==> src/rtl/mpu_mult_scheduler.sv <==
// Per-operation FSM for one MPU matrix multiply: accept a command, wait for both
// register-file grants, pulse dispatch start, wait for the collector, then report done.
// Optional grant-wait watchdog: define MPU_SCHED_TIMEOUT_EN.
module mpu_mult_scheduler #(
   parameter int MATRIX_REG_BITS = 2,
   parameter int TIMEOUT_CYCLES  = 255
) (
   input  logic                     clk,
   input  logic                     rst,
   input  logic                     cmd_valid_in,
   output logic                     cmd_ready_out,
   input  logic [MATRIX_REG_BITS:0] cmd_src_addr0_in,
   input  logic [MATRIX_REG_BITS:0] cmd_src_addr1_in,
   input  logic [MATRIX_REG_BITS:0] cmd_dest_addr_in,
   output logic                     reg_disp_req_out,
   output logic                     reg_collector_req_out,
   input  logic                     reg_disp_ready_in,
   input  logic                     reg_collector_ready_in,
   output logic [MATRIX_REG_BITS:0] reg_src_addr_0_out,
   output logic [MATRIX_REG_BITS:0] reg_src_addr_1_out,
   output logic [MATRIX_REG_BITS:0] reg_dest_addr_out,
   output logic                     disp_start_out,
   input  logic                     collector_done_in,
   output logic                     done_out,
   output logic [MATRIX_REG_BITS:0] done_dest_addr_out,
   output logic                     busy_out,
   output logic                     error_out
);

   if (TIMEOUT_CYCLES < 1) begin : g_bad_timeout
      $error("TIMEOUT_CYCLES must be at least 1");
   end

`ifdef MPU_SCHED_TIMEOUT_EN
   typedef enum logic [2:0] {S_IDLE, S_REQ, S_START, S_RUN, S_DONE, S_ERR} state_e;
   localparam int CW = ($clog2(TIMEOUT_CYCLES + 1) > 8) ? $clog2(TIMEOUT_CYCLES + 1) : 8;
   localparam logic [CW-1:0] TO_LIM = CW'(TIMEOUT_CYCLES);
   logic [CW-1:0] cnt_q, cnt_d;
`else
   typedef enum logic [2:0] {S_IDLE, S_REQ, S_START, S_RUN, S_DONE} state_e;
`endif

   state_e                   state_q, state_d;
   logic [MATRIX_REG_BITS:0] src0_q, src0_d, src1_q, src1_d, dest_q, dest_d;
   logic                     grant;

   assign grant = reg_disp_ready_in & reg_collector_ready_in;

   always_ff @(posedge clk or posedge rst) begin
      if (rst) begin
         state_q <= S_IDLE;
         src0_q  <= '0;
         src1_q  <= '0;
         dest_q  <= '0;
`ifdef MPU_SCHED_TIMEOUT_EN
         cnt_q   <= '0;
`endif
      end else begin
         state_q <= state_d;
         src0_q  <= src0_d;
         src1_q  <= src1_d;
         dest_q  <= dest_d;
`ifdef MPU_SCHED_TIMEOUT_EN
         cnt_q   <= cnt_d;
`endif
      end
   end

   always_comb begin
      state_d = state_q;
      src0_d  = src0_q;
      src1_d  = src1_q;
      dest_d  = dest_q;
`ifdef MPU_SCHED_TIMEOUT_EN
      cnt_d   = '0;
`endif
      case (state_q)
         S_IDLE: begin
            if (cmd_valid_in) begin
               src0_d  = cmd_src_addr0_in;
               src1_d  = cmd_src_addr1_in;
               dest_d  = cmd_dest_addr_in;
               state_d = S_REQ;
            end
         end
         S_REQ: begin
            // Both grants must be high in the same cycle; one alone is not progress.
            if (grant) begin
               state_d = S_START;
            end
`ifdef MPU_SCHED_TIMEOUT_EN
            else begin
               cnt_d = cnt_q + 1'b1;
               if (cnt_d >= TO_LIM) state_d = S_ERR;
            end
`endif
         end
         S_START: state_d = S_RUN;
         S_RUN:   if (collector_done_in) state_d = S_DONE;
         S_DONE:  state_d = S_IDLE;
         default: state_d = state_q;
      endcase
   end

   always_comb begin
      cmd_ready_out         = (state_q == S_IDLE);
      busy_out              = (state_q != S_IDLE);
      reg_disp_req_out      = (state_q == S_REQ) || (state_q == S_START) || (state_q == S_RUN);
      reg_collector_req_out = reg_disp_req_out;
      disp_start_out        = (state_q == S_START);
      done_out              = (state_q == S_DONE);
      done_dest_addr_out    = (state_q == S_DONE) ? dest_q : '0;
`ifdef MPU_SCHED_TIMEOUT_EN
      error_out             = (state_q == S_ERR);
`else
      error_out             = 1'b0;
`endif
   end

   assign reg_src_addr_0_out = src0_q;
   assign reg_src_addr_1_out = src1_q;
   assign reg_dest_addr_out  = dest_q;

endmodule

==> config.mk <==
export PLATFORM = sky130hd
export DESIGN_NAME = mpu_mult_scheduler
export DESIGN_NICKNAME = d
export VERILOG_FILES = /design/src/rtl/mpu_mult_scheduler.sv
export SDC_FILE = /design/constraint.sdc
export NUM_CORES = 1
export LEC_CHECK = 0
export BUFFER_PORTS_ARGS = -buffer_cell sky130_fd_sc_hd__buf_2
export CORE_UTILIZATION = 37
export DETAILED_ROUTE_END_ITERATION = 6
export MAX_ROUTING_LAYER = met4
export PLACE_DENSITY = 0.78
export SETUP_SLACK_MARGIN = 0.5
export SYNTH_ARGS = -nofsm -noshare
export SYNTH_HDL_FRONTEND = slang
export SYNTH_SLANG_ARGS = --single-unit
==> constraint.sdc <==
create_clock -name clk -period 1.4 [get_ports clk]
set_input_delay 0 -clock clk [delete_from_list [all_inputs] [get_ports clk]]
set_output_delay 0 -clock clk [all_outputs]
set_load 0.02 [all_outputs]
# ---- Word-level counts from Yosys, hierarchy flattened
# Index checks and enable logic that the tools add are counted.
dict set report word_totals {
  reg_bits 12
  inputBits 15
  out_inout_bits 19
  elab_cells 24
}
dict set report classes {
  n_eq_ne 7
  n_mux 5
  n_bitwise 1
  reduce_logical 7
}
# operator count
set ops {}
lappend ops {{$pmux 3 s5} 1}
lappend ops {{$mux 3} 4}
lappend ops {{$eq 3x2->1 const B} 2}
lappend ops {{$ne 2x2->1 const B} 3}
lappend ops {{$reduce_bool 5->1} 1}
lappend ops {{$reduce_and 4->1} 1}
lappend ops {{$eq 3x1->1 const B} 1}
lappend ops {{$eq 3x3->1 const B} 1}
lappend ops {{$logic_not 3->1} 1}
lappend ops {{$reduce_bool 3->1} 1}
lappend ops {{$logic_or 1x1->1} 2}
lappend ops {{$reduce_and 2->1} 1}
lappend ops {{$and 1x1->1} 1}

# ---- Logic depth before layout (Yosys ltp)
# Gate-level depths: netlist of the first run.
dict set report depth {
  word_depth 3
  mapped_depth 4
  ltp_nobuf 2
}

# ---- Worst setup path after synthesis of the first run
# OpenSTA, ideal clock, no wires.
dict set report synth_timing {
  kind {register to register}
  from {register state_q[1]}
  to {register dest_q[0], in the netlist reg_dest_addr_out[0]}
  setup_ns 0.125
  arrival_ns 1.340
  t_required_ns 1.275
  path_slack_ns -0.064
  path_stages_with_launch 4
  path_buffers 1
  synth_period_minus_slack_ns 1.464
  path_cell_list {dfrtp_1 -> buf_6 -> nor4b_4 -> mux2_2}
}
dict set report synth_between {
  elab_chain_len 2
}
# item line
set synth_rtl {}
lappend synth_rtl {{start: declaration} 43} ;# state_e state_q, state_d;
lappend synth_rtl {{start signal: assignment} 59} ;# state_q <= state_d;
lappend synth_rtl {{$logic_not 3->1} 77} ;# case (state_q)
lappend synth_rtl {{$reduce_and 2->1 (no source line)} -}
lappend synth_rtl {{end signal: assignment} 62} ;# dest_q <= dest_d;
lappend synth_rtl {{end: declaration} 44} ;# logic [MATRIX_REG_BITS:0] src0_q, src0_d, src1_q, src1_d, dest_q, dest_d;
# Every way passes these cells.
# A chain may end at the register's enable or synchronous reset.

# ---- Worst setup path in the final report of the first run
dict set report layout_timing {
  from {register state_q[1]}
  to {register dest_q[1], in the netlist reg_dest_addr_out[1]}
}
# Same word-level chain as after synthesis.

==> results of run 1 <==
[through the flow]
stage	std cells	utilization, %	setup slack (ns)	area [µm²]	TNS (ns)
2_1_floorplan	49	-	-0.0233	632	-0.210
3_3_place_gp	97	53.2	0.102	792	0
3_5_place_dp	97	53.2	0.0323	792	0
4_1_cts	117	71.0	0.0356	1060	0
5_1_grt	117	74.2	-0.0231	1100	-0.0316
6_report	117	74.2	0.0263	1100	0
[timing repair]
action / 4_1_cts / 5_1_grt
endpoints found under the hold margin: 22 / 0
setup buffers: 5 / 0
hold buffers: 11 / 0
setup endpoints to repair: 21 / 21
resized for setup: 20 / 14
pin swaps: 2 / 1
[where the power goes]
group          total (mW)  internal (mW)  switching (mW)
Clock               0.269          0.158           0.112
Sequential          0.367          0.360         0.00788
Combinational       0.108         0.0610          0.0474
Total               0.745          0.578           0.167
[cells by family (layout without fill, tap and decap cells)]
group	count (synthesis)	count (layout)	synth area share (%)
simple gates	15	15	17.7
flops	12	12	51.1
mux	9	9	17.2
buf+inv	8	60	7.66
compound gates	4	4	5.74
other cells	1	1	0.638
[synth_stat cells (all sizes together)]
master  count
or2         1
nor3b       1
nand3b      1
a32o        1
mux2        9
and3        3
nand3       1
a21bo       1
o21ai       1
dfrtp      12
nor3        2
conb        1
inv         3
buf         3
clkbuf      2
nand2       1
and3b       1
o221ai      1
nor4b       1
nor2        3
[layout make-up]
class                      count  share of cell area (%)
timing repair buffer          53                    36.4
multi-input combinational     29                    30.1
sequential                    12                    27.2
clock buffer                   4                    3.28
tap                           16                    1.81
inverter                       3                    1.25
[registers in the layout, indices dropped and copies added (netlist names)]
name and flops:
reg_dest_addr_out 3, reg_src_addr_0_out 3, reg_src_addr_1_out 3, state_q 3
[metal layers]
| metal | track usage (%) | part of all wire [%] | vias to the layer above | wire length (µm) |
|---|---|---|---|---|
| li1 | - | - | 273 | - |
| met1 | 20.7 | 39 | 262 | 582 |
| met2 | 32.2 | 55 | 25 | 813 |
| met3 | 2.17 | 6.4 | 0 | 95 |
| met4 | 7.74 | 0 | 0 | 0 |
| met5 | - | 0 | - | 0 |
[cell usage in the layout, fill, tap and decap left out, types with 2 or more instances in the layout]
cell and instances:
and3_2 3, buf_2 25, buf_4 9, buf_6 7, clkbuf_4 3, dfrtp_1 12, dlygate4sd3_1 11, inv_1 2
mux2_4 8
[worst reg2reg max path: stages, from the launching register on]
cell     delay, ns
dfrtp_1       0.41
nor4b_4       0.31
buf_4         0.21
mux2_2        0.33
[path summary, 6_finish.rpt]
kind / from / end
worst max register to register: state_q[1] / reg_dest_addr_out[1]
worst max-delay path: state_q[1] / reg_dest_addr_out[1]
min in group asynchronous: rst / reg_src_addr_1_out[2]
worst min-delay path: cmd_valid_in / state_q[0]
max in group asynchronous: rst / reg_dest_addr_out[0]
worst min register to register: reg_src_addr_1_out[1] / reg_src_addr_1_out[1]
==> metrics.cfg, run 1 <==
[cells_and_area]
multi_input_area_um2 = 333
fin_nets = 117
drive_above_1_share_pct = 71.3
seq_area_um2 = 300
area_growth_pct = 87.9
fillers = 97
n_antenna_cell = 0

[grt]
groute.usage.overall_pct = 18.3
grt_pass1_vias = 572
grt_overflow_total = 0
grt_max_degree = 13
grt_first_pass_wirelength_um = 2380
grt_antenna_before_repair = 0

[worst_setup_path]
crit_type = reg2reg
slowest_stage = dfrtp_1
cp.arrival_ns = 1.53
path_depth = 3
startpoint_type = flop
cp.required_ns = 1.56
crit_chain = nor4b_4, buf_4, mux2_2
crit_family = flip-flops
endpoint_kind = flop
critPathBufInv = 1
worstPathMaxFanout = 5
r2r.worst_path.cells = 3
ff2ff_setup_slack_ns = 0.03
slowest_delay_ns = 0.41

[clock_tree]
cts.sinks = 12
clock_latency_ns = 0.27
htreeDepth = 1
cts_root_buf = clkbuf_4
cts_tree = yes
cts_buffers = 3
clkTransAtPathRegs_ns = 0.07
clockBufferDepth = 2

[place]
post-dp-hpwl_um = 945
io_buffers = 32
place_congestion = 0.699

[synthesis]
avgSynthCellArea_um2 = 12.0
yosysWarnings = 0
syn-num-nets = 64
synth_area_leader_cell = dfrtp_1
netlist_area_um2 = 588
syn_inst = 49
ys_types = 21
synth_seq_area_share_pct = 51.1
synth_top_area_share_pct = 51.1
synth_area_leaders = dfrtp_1 (51%), mux2_2 (17%), nor4b_4 (4.0%), and3_1 (3.2%), buf_4 (2.6%)
yosys_register_bits = 12

[timing]
whs_ns = 0.0354
fmax_mhz = 728
rsz0062_at_grt = true
clock_skew_ns = 0.00333
min_period_ns = 1.37
setup_viol = 0
fin_crit_sh_pct = 98.1
finalHoldViolCount = 0
drv_slew = 0

[drt]
routedWlPerCell_um = 12.7
vias_per_cell = 4.79
dr.pass1.iters = 1
wirelength_um = 1490
postRouteAntennaNets = 0
drc = 0
vias = 560
drt_iter0_markers = 0

[floorplanning]
die-area_mm2 = 0.00175
ios = 34
die_x_um = 41.9
rows = 14
initial_core_util_pct = 39.5
die_y_um = 41.9
core-area_mm2 = 0.00149

[power]
power_leakage_nw = 0.589
powerDensity_mw_per_mm2 = 675
ir_drop_mv = 0.594
power_mw = 0.745

[worst_hold_path]
hold_class = in2reg
whs_path_depth = 3

[status]
status = finished clean

[run]
cap_violations = 0

Note: power is estimated with default switching activity, not from simulation.
==> run 2: changes to the inputs <==
CORE_MARGIN = 3   (was unset)
MAX_ROUTING_LAYER = unset   (was met4)
==> metrics.cfg, run 2 (synthesis gave the netlist of run 1 again) <==
[worst_hold_path]
hold_class = in2reg
hold_start = cmd_valid_in
hold_end = state_q[0]
whs_path_depth = 3  ; unchanged

[clock_tree]
clock_latency_ns = 0.28  ; about the same
cts_root_buf = clkbuf_4
cts_buffers = 3  ; unchanged
clkTransAtPathRegs_ns = 0.08  ; about the same
htreeDepth = 1  ; unchanged
cts.sinks = 12  ; unchanged
cts_tree = yes
clockBufferDepth = 2  ; unchanged

[place]
dp_slack_ns = 0.0492  ; +0.0168 ns
dp.cells = 95  ; -2.1%
io_buffers = 32  ; unchanged
post-dp-hpwl_um = 1030  ; +8.8%
place_congestion = 0.702  ; +0.33%

[drt]
vias_per_cell = 4.99  ; +4.3%
vias = 589  ; +5.2%
drt_iter0_markers = 8  ; +8
routedWlPerCell_um = 15.2  ; +19%
wirelength_um = 1790  ; +20%
drc = 0  ; unchanged
postRouteAntennaNets = 0  ; unchanged
dr.pass1.iters = 4  ; +3

[worst_setup_path]
endpoint_kind = flop
worstPathMaxFanout = 4  ; -1
cp.required_ns = 1.56  ; about the same
ff2ff_setup_slack_ns = 0.05  ; +0.02 ns
rr_endpoint = reg_src_addr_0_out[0]
r2r.worst_path.cells = 3  ; unchanged
crit_type = reg2reg
cp.arrival_ns = 1.52  ; about the same
timing.rr.start = state_q[2]
startpoint_type = flop

[floorplanning]
die_y_um = 45.9  ; +9.6%
rows = 13  ; -1
core-area_mm2 = 0.00140  ; -6.1%
die_x_um = 45.9  ; +9.6%
die-area_mm2 = 0.00210  ; +20%
ios = 34  ; unchanged
initial_core_util_pct = 42.0  ; +2.5 points

[cells_and_area]
fin_nets = 120  ; +2.6%
final-instance-count-excl-fill = 118  ; +0.85%
area_growth_pct = 84.7
drive_above_1_share_pct = 68.0  ; -3.3 points
layout_common_cells = buf_2 (25), dfrtp_1 (12), buf_4 (11)
multi_input_area_um2 = 313  ; -6.0%
n_antenna_cell = 0  ; unchanged
fillers = 87  ; -10%
seq_area_um2 = 300  ; unchanged
final_common_cell = buf_2

[power]
power_leakage_nw = 0.563  ; -4.4%
powerDensity_mw_per_mm2 = 640  ; -5.2%
power_mw = 0.695  ; -6.8%
ir_drop_mv = 0.487  ; -18%

[grt]
grt_antenna_before_repair = 0  ; unchanged
grt_pass1_vias = 586  ; +2.4%
grt_overflow_total = 0  ; unchanged
groute.usage.overall_pct = 18.5  ; +0.27 points
grt_first_pass_wirelength_um = 2680  ; +13%
grt_max_degree = 13  ; unchanged

[timing]
fin_ws_ns = 0.0478  ; +0.0215 ns
min_period_ns = 1.35  ; -0.0215 ns
rsz0062_at_grt = true
clock_skew_ns = 0.00430  ; +0.000970 ns
setup_viol = 0  ; unchanged
drv_slew = 0  ; unchanged
fmax_mhz = 740  ; +1.6%
fin_crit_sh_pct = 96.6  ; -1.5 points
finalHoldViolCount = 0  ; unchanged

[status]
status = finished clean

[run]
cap_violations = 0  ; unchanged

[run 2: worst max-delay path, cell delays in order (launching register included)]
cell and delay, ns:
dfrtp_1 0.42, nor4b_4 0.32, buf_4 0.20, mux2_4 0.30
[run 2: report_power, final]
part | switching, mW | total, mW | internal, mW | leakage (nW)
logic | 0.0480 | 0.108 | 0.0600 | 0.402
clock network | 0.119 | 0.219 | 0.0999 | 0.0138
registers | 0.00813 | 0.368 | 0.360 | 0.147
total | 0.175 | 0.695 | 0.519 | 0.563
[run 2: cell type report]
class,count,share of cell area [%]
inverter,3,1.04
tap,15,1.73
clock buffer,3,2.07
sequential,12,27.6
multi-input combinational,29,28.8
timing repair buffer,56,38.7
[run 2: how the worst max path moves through the flow]
stage / start / end / slack (ns) / cells after the start
3_3_place_gp: state_q[2] / reg_src_addr_1_out[2] / 0.09 / 3
3_5_place_dp: state_q[2] / reg_src_addr_1_out[2] / 0.05 / 3
6_report: state_q[2] / reg_src_addr_0_out[0] / 0.05 / 3
4_1_cts: state_q[2] / reg_src_addr_1_out[2] / 0.06 / 3
2_1_floorplan: state_q[1] / reg_dest_addr_out[0] / -0.02 / 3
5_1_grt: state_q[1] / done_dest_addr_out[0] / 0.002 / 4
[run 2: what timing repair did]
action                                 in CTS  in global routing
gates cloned                                0                  1
gates resized for setup                    20                 11
endpoints found under the hold margin      21                  0
buffers inserted                            4                  5
hold buffers                               10                  0
setup endpoints to repair                  21                 21
pin swaps                                   6                  5
[run 2: metal layers]
metal	global-route usage (%)	part of all wire, %
met3	6.72	5.7
met2	29.4	52
met1	22.3	40
met5	0	0
met4	7.95	2.2
[run 2: per-stage QoR]
stage                     util [%]  cell area (µm²)  setup TNS [ns]  hold slack (ns)
final                         77.6             1090               0           0.0443
after global routing          77.6             1090               0           0.0571
after CTS                     71.7             1000               0           0.0209
after detailed placement      56.0              783               0           0.0211
after global placement        56.0              783               0           0.0156
after floorplan                  -              632          -0.210           -0.135
